## src/rtl/mdl_ntt_seq_ctrl.sv

```systemverilog
// Sequencing controller for a single radix-2 NTT/INTT butterfly unit.
// Produces operand, zeta and write-back addresses plus ping-pong bank selects; data muxing lives outside.
module mdl_ntt_seq_ctrl #(
    parameter int PRM_COEFFS = 256,
    parameter int PRM_ADDR   = 12,
    parameter int PRM_LAT    = 12,
    parameter int PRM_LOGCO  = $clog2(PRM_COEFFS)
) (
    input  logic                iSYS_CLK,
    input  logic                iSYS_RST,
    input  logic                iFSM_START,
    input  logic                iFSM_ABORT,
    input  logic                iCTL_SEL,
    input  logic [3:0]          iCTL_NTTDepth,
    input  logic                iHOLD,
    output logic                oFSM_BUSY,
    output logic                oFSM_DONE,
    output logic                oFSM_ERR,
    output logic                oRD_EN,
    output logic [PRM_ADDR-1:0] oRD_ADDRA,
    output logic [PRM_ADDR-1:0] oRD_ADDRB,
    output logic                oRD_BANK,
    output logic                oZeta_en,
    output logic [PRM_ADDR-1:0] oZeta_addr,
    output logic                oWR_EN,
    output logic [PRM_ADDR-1:0] oWR_ADDRA,
    output logic [PRM_ADDR-1:0] oWR_ADDRB,
    output logic                oWR_BANK,
    output logic                oRES_BANK
);

    localparam int AW = PRM_ADDR;
    localparam int JW = PRM_LOGCO - 1;

    localparam logic [1:0] ST_IDLE  = 2'd0;
    localparam logic [1:0] ST_ISSUE = 2'd1;
    localparam logic [1:0] ST_DRAIN = 2'd2;
    localparam logic [1:0] ST_DONE  = 2'd3;

    localparam logic [4:0]    MAX_DEPTH = 5'(PRM_LOGCO);
    localparam logic [AW-1:0] HALF_N    = AW'(PRM_COEFFS / 2);
    localparam logic [5:0]    DRAIN_LD  = 6'(PRM_LAT - 1);

    logic [1:0]    state;
    logic          sel;
    logic [3:0]    depth;
    logic          errLat;
    logic [JW-1:0] jCnt;
    logic [3:0]    sCnt;
    logic [5:0]    drainCnt;
    logic          flipPend;

    logic          busy;
    logic          done;
    logic          err;
    logic          rdBank;
    logic          wrBank;
    logic          resBank;

    logic          rdEn_p0;
    logic [AW-1:0] rdA_p0;
    logic [AW-1:0] rdB_p0;
    logic [AW-1:0] zeta_p0;

    logic          wbVld_p1 [PRM_LAT];
    logic [AW-1:0] wbA_p1   [PRM_LAT];
    logic [AW-1:0] wbB_p1   [PRM_LAT];

    logic [4:0]    lgLen;
    logic [AW-1:0] jExt;
    logic [AW-1:0] lenV;
    logic [AW-1:0] grpV;
    logic [AW-1:0] ofsV;
    logic [AW-1:0] addrA;
    logic [AW-1:0] addrB;
    logic [AW-1:0] zetaV;
    logic          depthOk;
    logic          jLast;
    logic          sLast;

    // Butterfly j of stage s: half-span len, group g = j/len, offset k = j%len.
    always_comb begin
        lgLen = sel ? {1'b0, sCnt} : (5'(PRM_LOGCO - 1) - {1'b0, sCnt});
        jExt  = AW'(jCnt);
        lenV  = AW'(1) << lgLen;
        grpV  = jExt >> lgLen;
        ofsV  = jExt & (lenV - AW'(1));
        addrA = (grpV << (lgLen + 5'd1)) | ofsV;
        addrB = addrA + lenV;
        zetaV = sel ? (((HALF_N >> sCnt) << 1) - AW'(2) - grpV)
                    : ((AW'(1) << sCnt) - AW'(1) + grpV);
    end

    assign depthOk = (iCTL_NTTDepth != 4'd0) && ({1'b0, iCTL_NTTDepth} <= MAX_DEPTH);
    assign jLast   = (jCnt == {JW{1'b1}});
    assign sLast   = (sCnt == (depth - 4'd1));

    always_ff @(posedge iSYS_CLK) begin
        if (iSYS_RST || iFSM_ABORT) begin
            state    <= ST_IDLE;
            sel      <= 1'b0;
            depth    <= 4'd0;
            errLat   <= 1'b0;
            jCnt     <= '0;
            sCnt     <= 4'd0;
            drainCnt <= 6'd0;
            flipPend <= 1'b0;
            busy     <= 1'b0;
            done     <= 1'b0;
            err      <= 1'b0;
            rdBank   <= 1'b0;
            wrBank   <= 1'b0;
            resBank  <= 1'b0;
            rdEn_p0  <= 1'b0;
            rdA_p0   <= '0;
            rdB_p0   <= '0;
            zeta_p0  <= '0;
            for (int i = 0; i < PRM_LAT; i++) begin
                wbVld_p1[i] <= 1'b0;
                wbA_p1[i]   <= '0;
                wbB_p1[i]   <= '0;
            end
        end else begin
            rdEn_p0 <= 1'b0;
            done    <= 1'b0;
            err     <= 1'b0;

            // Write-back delay line: read issue re-emerges PRM_LAT cycles later.
            wbVld_p1[0] <= rdEn_p0;
            wbA_p1[0]   <= rdA_p0;
            wbB_p1[0]   <= rdB_p0;
            for (int i = 1; i < PRM_LAT; i++) begin
                wbVld_p1[i] <= wbVld_p1[i-1];
                wbA_p1[i]   <= wbA_p1[i-1];
                wbB_p1[i]   <= wbB_p1[i-1];
            end

            // Bank swap lands one cycle after the stage's last write so that write keeps its bank.
            if (flipPend) begin
                rdBank   <= ~rdBank;
                wrBank   <= ~wrBank;
                flipPend <= 1'b0;
            end

            case (state)
                ST_IDLE: begin
                    if (iFSM_START && !done) begin
                        sel    <= iCTL_SEL;
                        depth  <= iCTL_NTTDepth;
                        errLat <= ~depthOk;
                        jCnt   <= '0;
                        sCnt   <= 4'd0;
                        rdBank <= 1'b0;
                        wrBank <= 1'b1;
                        state  <= depthOk ? ST_ISSUE : ST_DONE;
                    end
                end
                ST_ISSUE: begin
                    busy <= 1'b1;
                    if (!iHOLD) begin
                        rdEn_p0 <= 1'b1;
                        rdA_p0  <= addrA;
                        rdB_p0  <= addrB;
                        zeta_p0 <= zetaV;
                        if (jLast) begin
                            jCnt     <= '0;
                            drainCnt <= DRAIN_LD;
                            state    <= ST_DRAIN;
                        end else begin
                            jCnt <= jCnt + JW'(1);
                        end
                    end
                end
                ST_DRAIN: begin
                    busy <= 1'b1;
                    if (drainCnt == 6'd0) begin
                        flipPend <= 1'b1;
                        if (sLast) begin
                            state <= ST_DONE;
                        end else begin
                            sCnt  <= sCnt + 4'd1;
                            state <= ST_ISSUE;
                        end
                    end else begin
                        drainCnt <= drainCnt - 6'd1;
                    end
                end
                default: begin
                    busy    <= 1'b0;
                    done    <= 1'b1;
                    err     <= errLat;
                    resBank <= depth[0];
                    state   <= ST_IDLE;
                end
            endcase
        end
    end

    assign oFSM_BUSY  = busy;
    assign oFSM_DONE  = done;
    assign oFSM_ERR   = err;
    assign oRD_EN     = rdEn_p0;
    assign oRD_ADDRA  = rdA_p0;
    assign oRD_ADDRB  = rdB_p0;
    assign oRD_BANK   = rdBank;
    assign oZeta_en   = rdEn_p0;
    assign oZeta_addr = zeta_p0;
    assign oWR_EN     = wbVld_p1[PRM_LAT-1];
    assign oWR_ADDRA  = wbA_p1[PRM_LAT-1];
    assign oWR_ADDRB  = wbB_p1[PRM_LAT-1];
    assign oWR_BANK   = wrBank;
    assign oRES_BANK  = resBank;

endmodule

```

## config.mk

```make
export PLATFORM = sky130hd
export DESIGN_NAME = mdl_ntt_seq_ctrl
export DESIGN_NICKNAME = d
export VERILOG_FILES = /design/src/rtl/mdl_ntt_seq_ctrl.sv
export SDC_FILE = /design/constraint.sdc
export NUM_CORES = 1
export LEC_CHECK = 0
export BUFFER_PORTS_ARGS = -buffer_cell sky130_fd_sc_hd__buf_2
export CORE_ASPECT_RATIO = 0.5
export CORE_MARGIN = 8
export CORE_UTILIZATION = 50
export DETAILED_ROUTE_END_ITERATION = 12
export MAX_ROUTING_LAYER = met4
export PLACE_DENSITY = 0.69
export SLEW_MARGIN = 10
export SYNTH_ARGS = -nofsm -noshare
export SYNTH_HDL_FRONTEND = slang
export SYNTH_SLANG_ARGS = --single-unit
```

## constraint.sdc

```tcl
create_clock -name iSYS_CLK -period 8.45 [get_ports iSYS_CLK]
set_input_delay 0.4225 -clock iSYS_CLK [delete_from_list [all_inputs] [get_ports iSYS_CLK]]
set_output_delay 0.4225 -clock iSYS_CLK [all_outputs]
set_load 0.05 [all_outputs]
```

==> impl_summary.log <==
[metrics] final weighted congestion of routability-driven global placement: about 0.9
[metrics] Clock Skew: approximately 22 ps
[metrics] Register Area: between 7000 and 8000 µm²
[metrics] worst reg2reg setup slack: approximately 3500 ps
[metrics] Worst setup endpoint: oRD_ADDRB[10]
[metrics] antenna violations before repair: 0
[metrics] die height: around 140 µm
[metrics] final setup TNS: 0 ps
[metrics] cell total after placement: about 1,800
[metrics] Routed wire per std cell: approximately 15 µm
[metrics] complex-gate fraction of the synthesized area: between 9 and 10%
[metrics] die outline width: between 200 and 300 µm
[metrics] worst slew margin relative to its limit: around 36%
[metrics] simple-gate area share of the yosys netlist: 22.8%
[metrics] global-route wire length before repair: ~44,000 µm
[metrics] number of distinct library cells after synthesis: 85
[metrics] post-layout min period: around 5000 ps
[metrics] combinational family with the most area after synthesis: simple AND/OR/NAND/NOR gates
[metrics] count of endpoints failing hold in the final timing report: 0
[metrics] iteration count of the initial detailed-routing pass: 6
[metrics] core occupancy in the finished layout: between 50% and 60%
[metrics] total of cells resized after clock tree synthesis: 0
[metrics] hold buffer count at cts: 0
[metrics] buffers added on ports: 78
[metrics] number of ports placed on the die boundary: 79
[metrics] main flop type after synthesis: dfxtp_1
[metrics] RSZ-0062 raised after global routing: no
[metrics] number of cells on the worst reg-to-reg path: 18
[metrics] Worst Path Max Fanout: 58
[metrics] P_leak: 0.00669 µW
[metrics] number of routed nets with antenna violations: 0
[metrics] clock slew at the register clock pins of the worst setup and hold paths: approximately 70 ps
[metrics] Die ar.: 34,300 µm²
[metrics] worst hold-check slack: approximately 90 ps
[metrics] crit path DAT: 5390 ps
[metrics] sequential cell area fraction in the yosys report: 52.1%
[metrics] Cell Rows: between 40 and 50
[metrics] post-route clock period utilization: about three fifths
[metrics] Post-Synth Adder-Cell Area: 5.63%
[metrics] number of nets produced by synthesis: roughly 1,500
[metrics] Sink Count: between 300 and 400
[metrics] final setup vio count: 0
[metrics] Remaining Overflow, GRT: 0
[metrics] number of max-capacitance violations reported: 0
[metrics] Tot GR Track Use: between 15 and 20%
[metrics] fraction of final layout cells with drive strength greater than 1: 11.7%
[metrics] TritonCTS Buffers: 31
[metrics] total power divided by cell area: 210 nW/µm²
[metrics] share of synthesized area spent on multiplexers: under 10%
[metrics] post-route insts no fill: 1,854
[metrics] count of cells along the worst hold path: 3
[metrics] share of flip-flops with an asynchronous set or reset after synthesis: 0%
[metrics] Max Freq: 0.204 GHz
[metrics] routed via count divided by cell count: ~5
[metrics] synthesis warning total: 0
[metrics] cell area after synthesis: about 14,000 µm²
[metrics] Least-Margin Pin Slew: 959 ps
[metrics] Vias: roughly 9,100
[metrics] crit start category: register
[metrics] reg-to-reg critical path startpoint: sel
[metrics] number of buffers inserted to repair setup after CTS: 0
[metrics] synthesized netlist cell count: between 1,000 and 1,500
[metrics] vias in the first global route: around 8,100
[metrics] critical path launch point: sel
[metrics] clock root cell: clkbuf_16
[metrics] CP required: a little under 9000 ps
[metrics] run status: finished, final reports clean
[metrics] number of levels the H-tree was split into: 1
[metrics] area used by multi-input combinational logic: 6030 µm²
[metrics] final net count: ~1,500
[metrics] post-detailed-route DRC marker count: 0
[metrics] number of DRC markers after the initial detailed-route iteration: between 600 and 700
[metrics] Final HPWL DP: approximately 18,000 µm
[metrics] category of the worst setup path capture point: register
[metrics] P&R area growth vs syn: 10.2%
[metrics] worst vdd rail ir drop: 0.000163 V
[metrics] antenna fix cells: 0
[metrics] #FFs+latches synth: approximately 370
[metrics] Worst Hold Class: in2reg
[metrics] effective utilization at floorplan: around half
[metrics] core outline area: 27,800 µm²
[metrics] xor and xnor area share after synthesis: roughly 2.5%
[metrics] CTS tree: built
[metrics] kind of critical path: reg2reg
[metrics] pin count of the biggest net entering global routing: approximately 320
[metrics] number of synthesized flops with an enable pin: 0
[metrics] wire length after detailed routing: ~27,000 µm
[metrics] endpoint of the lowest-slack register-to-register path: oRD_ADDRB[10]
[metrics] clock latency on the worst-skew pair: a little under 600 ps
[metrics] synthesized area per cell: around 9.9 µm²
[metrics] buffers from clock root to sink, at most: 3
[metrics] max-slew violation count: 0
[metrics] number of filler instances in the final layout: around 2,400
[critical path, cell delays in order, from the launching register on]
cell	delay (ps)
dfxtp_2	310
buf_4	510
nand2b_1	270
nand2_1	280
nor2_1	170
ha_1	540
inv_1	230
nand2_1	190
a21oi_1	60
a21oi_1	230
nand2_1	150
fa_1	450
a21o_1	200
a21oi_1	170
nor2_1	80
o31ai_1	370
a31oi_1	170
mux2i_1	140
nor4_1	250
[cells in the mapped netlist (6+ instances only)]
library cell / count / share of area, %
a211oi_1: 9 / 0.48
o31ai_1: 7 / 0.37
nand3_1: 20 / 0.71
o21ai_0: 42 / 1.5
xor2_1: 16 / 0.99
mux2i_1: 21 / 1.5
a31oi_1: 8 / 0.35
buf_4: 29 / 1.5
a21oi_1: 55 / 1.9
and2_1: 310 / 14
and3_1: 6 / 0.26
clkbuf_1: 52 / 1.4
o21a_1: 6 / 0.32
xnor2_1: 23 / 1.4
buf_2: 11 / 0.39
dfxtp_1: 369 / 52
nor3_1: 24 / 0.85
inv_1: 57 / 1.5
nor2b_1: 15 / 0.66
nand2_1: 80 / 2.1
nand2b_1: 16 / 0.71
nor4_1: 8 / 0.35
ha_1: 59 / 5.2
nor2_1: 69 / 1.8
[cell type report]
cell class | instances | area share, %
tap | 382 | 3.06
clock buffer | 39 | 5.61
sequential | 369 | 47.3
inverter | 61 | 1.47
clock inverter | 18 | 0.953
timing repair buffer | 87 | 3.01
multi-input combinational | 898 | 38.6
[routing by layer]
layer  share of wire [%]  vias up  GRT usage [%]
li1                    -     4692              -
met1                  49     4187           22.0
met2                  44      207           23.8
met3                 5.1       32           2.95
met4                 1.7        0           3.67
met5                   0        -              -
[power by group]
group / leakage (µW) / switching [µW] / internal [µW]
registers: 0.00297 / 6.09 / 1750
logic: 0.00320 / 96.4 / 42.1
clock network: 0.000510 / 625 / 771
total: 0.00669 / 727 / 2560
[logic make-up (layout without fill, tap and decap cells)]
| logic type | Yosys count | count (layout) |
|---|---|---|
| AND/OR/NAND/NOR | 576 | 576 |
| flip-flops | 369 | 369 |
| AO/OA/AOI/OAI | 193 | 193 |
| buffers and inverters | 162 | 205 |
| adder cells (fa/ha/maj) | 62 | 62 |
| XOR/XNOR | 40 | 40 |
| multiplexers | 27 | 27 |
[worst min-delay path by stage]
stage	startpoint	slack (ps)	endpoint
6_report	iCTL_SEL	90	sel
5_1_grt	iCTL_SEL	90	sel
4_1_cts	iCTL_SEL	70	sel
3_5_place_dp	wbA_p1[1][39]	410	wbA_p1[2][3]
3_3_place_gp	wbB_p1[0][37]	410	wbB_p1[1][1]
2_1_floorplan	wbA_p1[0][0]	410	wbA_p1[0][12]
[flip-flops by register name (all words and copies together) (netlist names), 2 cells and up]
register / flops
state: 2
depth: 4
drainCnt: 6
sCnt: 4
oZeta_addr: 12
wbA_p1: 144
wbVld_p1: 12
jCnt: 7
oRD_ADDRA: 12
wbB_p1: 144
oRD_ADDRB: 12
[stage by stage]
stage | worst slack [ps] | total power (µW) | instance area (µm²)
CTS | 3570 | 3340 | 15600
finish | 3550 | 3290 | 15600
global placement | 3800 | 1930 | 14600
detailed placement | 3630 | 1930 | 14600
floorplan | 4440 | 1890 | 14200
global route | 3060 | 3430 | 15600
[cells in the final DEF, fill, tap and decap left out, drive strengths merged, types with 5 or more instances in the layout]
master | netlist | routed
dfxtp | 369 | 369
and2 | 311 | 311
buf | 49 | 87
nand2 | 80 | 80
nor2 | 70 | 70
inv | 60 | 62
ha | 59 | 59
a21oi | 58 | 58
o21ai | 46 | 46
clkbuf | 52 | 39
nor3 | 25 | 25
xnor2 | 24 | 24
mux2i | 21 | 21
nand3 | 20 | 20
nand2b | 16 | 16
xor2 | 16 | 16
nor2b | 15 | 15
clkinv | 1 | 13
a211oi | 10 | 10
a31oi | 8 | 8
nor4 | 8 | 8
o31ai | 7 | 7
o21a | 6 | 6
and3 | 6 | 6
o211ai | 5 | 5
Note: power is estimated with default switching activity, not from simulation.
